$ cat config.mk
export PLATFORM = sky130hd
export DESIGN_NAME = mult_pipe
export DESIGN_NICKNAME = d
export VERILOG_FILES = /design/src/rtl/mult_pipe.sv
export SDC_FILE = /design/constraint.sdc
export NUM_CORES = 1
export LEC_CHECK = 0
export CELL_PAD_IN_SITES_DETAIL_PLACEMENT = 1
export CELL_PAD_IN_SITES_GLOBAL_PLACEMENT = 1
export CORE_ASPECT_RATIO = 1.1
export CORE_MARGIN = 2
export CORE_UTILIZATION = 40
export DETAILED_ROUTE_END_ITERATION = 12
export PLACE_DENSITY = 0.76
export SYNTH_ARGS = -nofsm -noshare
export SYNTH_HDL_FRONTEND = slang
export SYNTH_SLANG_ARGS = --single-unit
export TNS_END_PERCENT = 50
$ cat constraint.sdc
create_clock -name clock -period 10.7 [get_ports clock]
set_input_delay 1.605 -clock clock [delete_from_list [all_inputs] [get_ports clock]]
set_output_delay 1.605 -clock clock [all_outputs]
set_load 0.005 [all_outputs]
$ cat src/rtl/mult_pipe.sv
// Pipelined signed multiply / multiply-accumulate with arithmetic scaling,
// optional round-half-up, and saturation or wrap with an overflow flag.
module mult_pipe #(
    parameter int WIDTH_X   = 16,
    parameter int WIDTH_Y   = 16,
    parameter int WIDTH_OUT = 31,
    parameter int LATENCY   = 3,
    parameter int SHIFT     = 0,
    parameter int ROUND     = 0,
    parameter int SATURATE  = 1,
    parameter int ACC_EN    = 0,
    parameter int ACC_WIDTH = 40
) (
    input  logic                        clock,
    input  logic                        reset_n,
    input  logic signed [WIDTH_X-1:0]   x,
    input  logic signed [WIDTH_Y-1:0]   y,
    input  logic                        stb_in,
    input  logic                        acc_clear,
    output logic signed [WIDTH_OUT-1:0] product,
    output logic                        stb_out,
    output logic                        ovf
);

    localparam int PW = WIDTH_X + WIDTH_Y;
    localparam int SW = ACC_WIDTH + 1;
    localparam int CW = (SW > WIDTH_OUT) ? SW : WIDTH_OUT;
    localparam int NV = LATENCY - 2;

    logic signed [WIDTH_X-1:0] x_q;
    logic signed [WIDTH_Y-1:0] y_q;
    logic                      stb_q;
    logic                      clr_q;

    // NOTE: state registers use non-blocking assignments so every flop samples
    // pre-edge values regardless of statement order.
    always_ff @(posedge clock) begin
        if (!reset_n) begin
            x_q   <= '0;
            y_q   <= '0;
            stb_q <= 1'b0;
            clr_q <= 1'b0;
        end else begin
            stb_q <= stb_in;
            clr_q <= stb_in & acc_clear;
            if (stb_in) begin
                x_q <= x;
                y_q <= y;
            end
        end
    end

    logic signed [PW-1:0]        prod_full;
    logic signed [ACC_WIDTH-1:0] prod_ext;
    logic signed [ACC_WIDTH-1:0] acc_d;
    logic signed [ACC_WIDTH-1:0] acc_q;
    logic signed [ACC_WIDTH-1:0] val_d;

    // NOTE: every variable gets a default before any branch, so no path can
    // leave it unassigned and infer a latch.
    always_comb begin
        prod_full = PW'(x_q) * PW'(y_q);
        prod_ext  = ACC_WIDTH'(prod_full);
        acc_d     = acc_q;
        val_d     = prod_ext;
        if (ACC_EN != 0) begin
            if (stb_q) begin
                acc_d = clr_q ? prod_ext : acc_q + prod_ext;
            end
            val_d = acc_d;
        end
    end

    logic signed [ACC_WIDTH-1:0] val_q [NV];
    logic [NV-1:0]               vld_q;

    // NOTE: the delay line is reset element by element because in-flight
    // samples must vanish on reset, not just be marked invalid.
    always_ff @(posedge clock) begin
        if (!reset_n) begin
            acc_q <= '0;
            vld_q <= '0;
            for (int i = 0; i < NV; i++) begin
                val_q[i] <= '0;
            end
        end else begin
            acc_q    <= acc_d;
            vld_q[0] <= stb_q;
            val_q[0] <= val_d;
            for (int i = 1; i < NV; i++) begin
                vld_q[i] <= vld_q[i-1];
                val_q[i] <= val_q[i-1];
            end
        end
    end

    logic signed [ACC_WIDTH-1:0] val_last;
    logic signed [SW-1:0]        rnd_add;
    logic signed [SW-1:0]        sum;
    logic signed [SW-1:0]        scaled;
    logic signed [CW-1:0]        s_w;
    logic signed [CW-1:0]        max_w;
    logic signed [CW-1:0]        min_w;
    logic                        in_range;
    logic                        stb_d;
    logic                        ovf_d;
    logic signed [WIDTH_OUT-1:0] product_d;

    // One extra bit of headroom lets the rounding constant be added without overflow.
    always_comb begin
        val_last = val_q[NV-1];
        rnd_add  = '0;
        if (ROUND != 0) begin
            rnd_add = (SW'(1) << SHIFT) >> 1;
        end
        sum      = SW'(val_last) + rnd_add;
        scaled   = sum >>> SHIFT;
        s_w      = CW'(scaled);
        max_w    = '0;
        max_w[WIDTH_OUT-2:0] = '1;
        min_w    = ~max_w;
        in_range = (s_w <= max_w) && (s_w >= min_w);

        stb_d     = vld_q[NV-1];
        ovf_d     = 1'b0;
        product_d = '0;
        if (stb_d) begin
            product_d = s_w[WIDTH_OUT-1:0];
            if (!in_range) begin
                ovf_d = 1'b1;
                if (SATURATE != 0) begin
                    product_d = (s_w > max_w) ? max_w[WIDTH_OUT-1:0] : min_w[WIDTH_OUT-1:0];
                end
            end
        end
    end

    always_ff @(posedge clock) begin
        if (!reset_n) begin
            product <= '0;
            stb_out <= 1'b0;
            ovf     <= 1'b0;
        end else begin
            product <= product_d;
            stb_out <= stb_d;
            ovf     <= ovf_d;
        end
    end

endmodule

==> qor.yml <==
run_status:
  status: "finished clean"
setup_path:
  regToRegSetupSlack_ps: 4020
  start_kind: "register"
  crit_type: "reg -> reg"
  slowest_delay_ps: 910
  cp.required_ps: 11000
  crit_top_cell: "fa_1"
  crit_arrival_ps: 6980
  endpoint_kind: "register"
  cp_cell_sequence: "nand2_1 -> inv_1 -> fa_1 -> fa_1 -> inv_1 -> fa_1 -> fa_1 -> inv_1 -> fa_1 -> inv_1 -> fa_1 -> inv_1 -> ha_1 -> nand2_1 -> a2bb2oi_1 -> o211ai_1 -> a41oi_1 -> mux2i_1"
  cp_max_fo: 17
  r2r_cells: 18
  crit_slowest_cell: "fa_1"
drt:
  antenna_left: 0
  num_vias: 9713
  via_per_inst: 5.054
  first_iter_violations: 368
  wl_per_cell_um: 17.76
  first_pass_iters: 4
  drt-total-wl_mm: 34.13
  route.detailed.drc: 0
floorplan:
  coreArea_um2: 33020
  io_pins: 69
  start_util_pct: 40.24
  placementRows: 70
  die-height_um: 195.2
  fp.dieArea_um2: 34690
  die_w_um: 177.8
timing:
  rsz0062_at_grt: "false"
  fin_crit_ps: 6680
  period_share_pct: 62.43
  maxSlewHeadroom_pct: 20.51
  maxSlewViolCount: 0
  tightest_slew_ps: 1191
  fmax_mhz: 149.7
  finalSetupViolCount: 0
  hold_violations: 0
  clock_skew_ps: 9.875
  fin_tns_setup_ps: 0
power:
  p_per_area_nw_per_um2: 105.9
  leakagePower_nw: 7.190
  ir_drop_uv: 89.40
  p_total_mw: 1.549
hold_path:
  holdPathStages: 1
  hold_path_class: "reg -> reg"
cts:
  clk_path_buf_depth: 2
  post_cts_buffers: 0
  cts_tree: "built"
  cts_sinks: 99
  insertion_delay_ps: 370
  ctsResizeCount: 0
  cts_buffers: 9
  root_buffer: "clkbuf_16"
  cts-htree-levels: 3
  path_clk_slew_ps: 80
  hold_buffers: 0
run:
  drv_cap: 0
final_layout:
  drive_above_1_share_pct: 2.085
  final_cell_mix: "inv_1, fa_1, and2_1"
  syn_to_final_growth_pct: 10.12
  final_common_cell: "inv_1"
  nFillCells: 3823
  final_nets: 1862
placed_design:
  gp_congestion: 0.8459
  dpl.hpwl_mm: 26.81
  portBuffers: 67
grt:
  grt_overflow: 0
  antenna_found_initial: 0
  grtUsageTotal_pct: 21.28
  grt_max_degree: 77
  grt_pass1_vias: 11571
  grt_pass1_wl_mm: 57.26
logic_synthesis:
  synth_cell_types: 55
  yosys_most_used_dff: "dfxtp_1"
  ys_async_sr_fraction_pct: 0
  yosysSeqAreaShare_pct: 14.92
  avgSynthCellArea_um2: 9.100
  synth_edf_count: 0
  yosysTopAreaCell: "fa_1"
  synth_nets: 1840
  synth.cell_area_um2: 13290
  ys_ff_latch: 99
  syn_inst: 1460
  synth_top_area_share_pct: 39.48
  yosysWarnings: 0
  synth_area_leaders: "fa_1, dfxtp_1, inv_1, ha_1, and2_1"
==> path summary, 6_finish.rpt <==
check                       endpoint                start
max          val_q[0][28]$_SDFF_PN0_  y_q[1]$_SDFFE_PN0P_
min                 stb_d$_SDFF_PN0_     stb_q$_SDFF_PN0_
max reg2reg  val_q[0][28]$_SDFF_PN0_  y_q[1]$_SDFFE_PN0P_
min reg2reg         stb_d$_SDFF_PN0_     stb_q$_SDFF_PN0_
==> metrics by stage <==
stage                     instance area (um2)  hold WS (ps)  worst slack [ps]  utilization (%)  cells
final                                   14630         458.0              4020            44.31   1922
after floorplan                         13290         411.9              4790                -   1460
after CTS                               14620         473.2              4004            44.29   1919
after global placement                  14290         420.4              4207            43.28   1903
after detailed placement                14290         456.7              4022            43.28   1903
after global routing                    14620         479.1              3591            44.29   1919
==> flip-flops by register name (all words and copies together) (netlist names) <==
name	cells
val_q	32
product	31
x_q	16
y_q	16
ovf	1
stb_d	1
stb_out	1
stb_q	1
==> area by class of cell <==
| cell class | count | area (um2) | share of cell area (%) |
|---|---|---|---|
| Tap cell | 432 | 540.5 | 3.694 |
| Timing Repair Buffer | 70 | 683.2 | 4.669 |
| Clock buffer | 10 | 229.0 | 1.565 |
| Antenna cell | 3 | 7.507 | 0.05131 |
| Inverter | 321 | 1205 | 8.235 |
| Multi-Input combinational cell | 981 | 9878 | 67.51 |
| Sequential cell | 99 | 1983 | 13.55 |
| Clock inverter | 6 | 105.1 | 0.7183 |
==> power by group <==
| group | internal [mW] | switching (mW) | leakage, nW |
|---|---|---|---|
| registers | 0.413 | 0.0967 | 0.811 |
| logic | 0.291 | 0.375 | 6.22 |
| clock network | 0.211 | 0.164 | 0.162 |
| total | 0.914 | 0.635 | 7.19 |
==> worst max-delay path: cells and delay by family, from the launching register on <==
kind	cells	cell delay, ps
simple gates	2	300
buf+inv	5	460
fa+ha+maj	7	3890
mux	1	230
flops	1	810
compound gates	3	890
==> Yosys cell counts (3+ instances only) <==
library cell	number
o21a_1	3
and2_1	143
o21ai_0	12
nor3_1	6
a21o_1	11
xnor2_1	20
nor2b_1	35
o2111ai_1	3
inv_1	321
o211ai_1	4
a21oi_1	44
nand3_1	5
ha_1	82
fa_1	262
dfxtp_1	99
and3_1	9
nor2_1	110
a211oi_1	5
clkbuf_1	58
nand2_1	134
o21bai_1	4
xor2_1	6
o311ai_1	3
nand2b_1	9
mux2i_1	35
==> logic make-up after synthesis <==
logic type	Yosys count	synth area share (%)
AOI/OAI and AO/OA	110	5.434
xor gates and xnor gates	26	1.714
adders and majority gates	344	47.20
buffers and inverters	380	10.74
DFF	99	14.92
muxes	35	2.637
and+or+nand+nor	466	17.37
==> metal layers <==
metal	share of wire (%)	routed length [um]	global-route usage [%]	vias up
met4	3.6	1228	8.166	0
met2	56	19040	41.13	147
met5	0	0	0	-
met3	2.5	850	2.765	71
met1	38	13010	23.15	5111
li1	-	-	-	4384
Note: power is estimated with default switching activity, not from simulation.
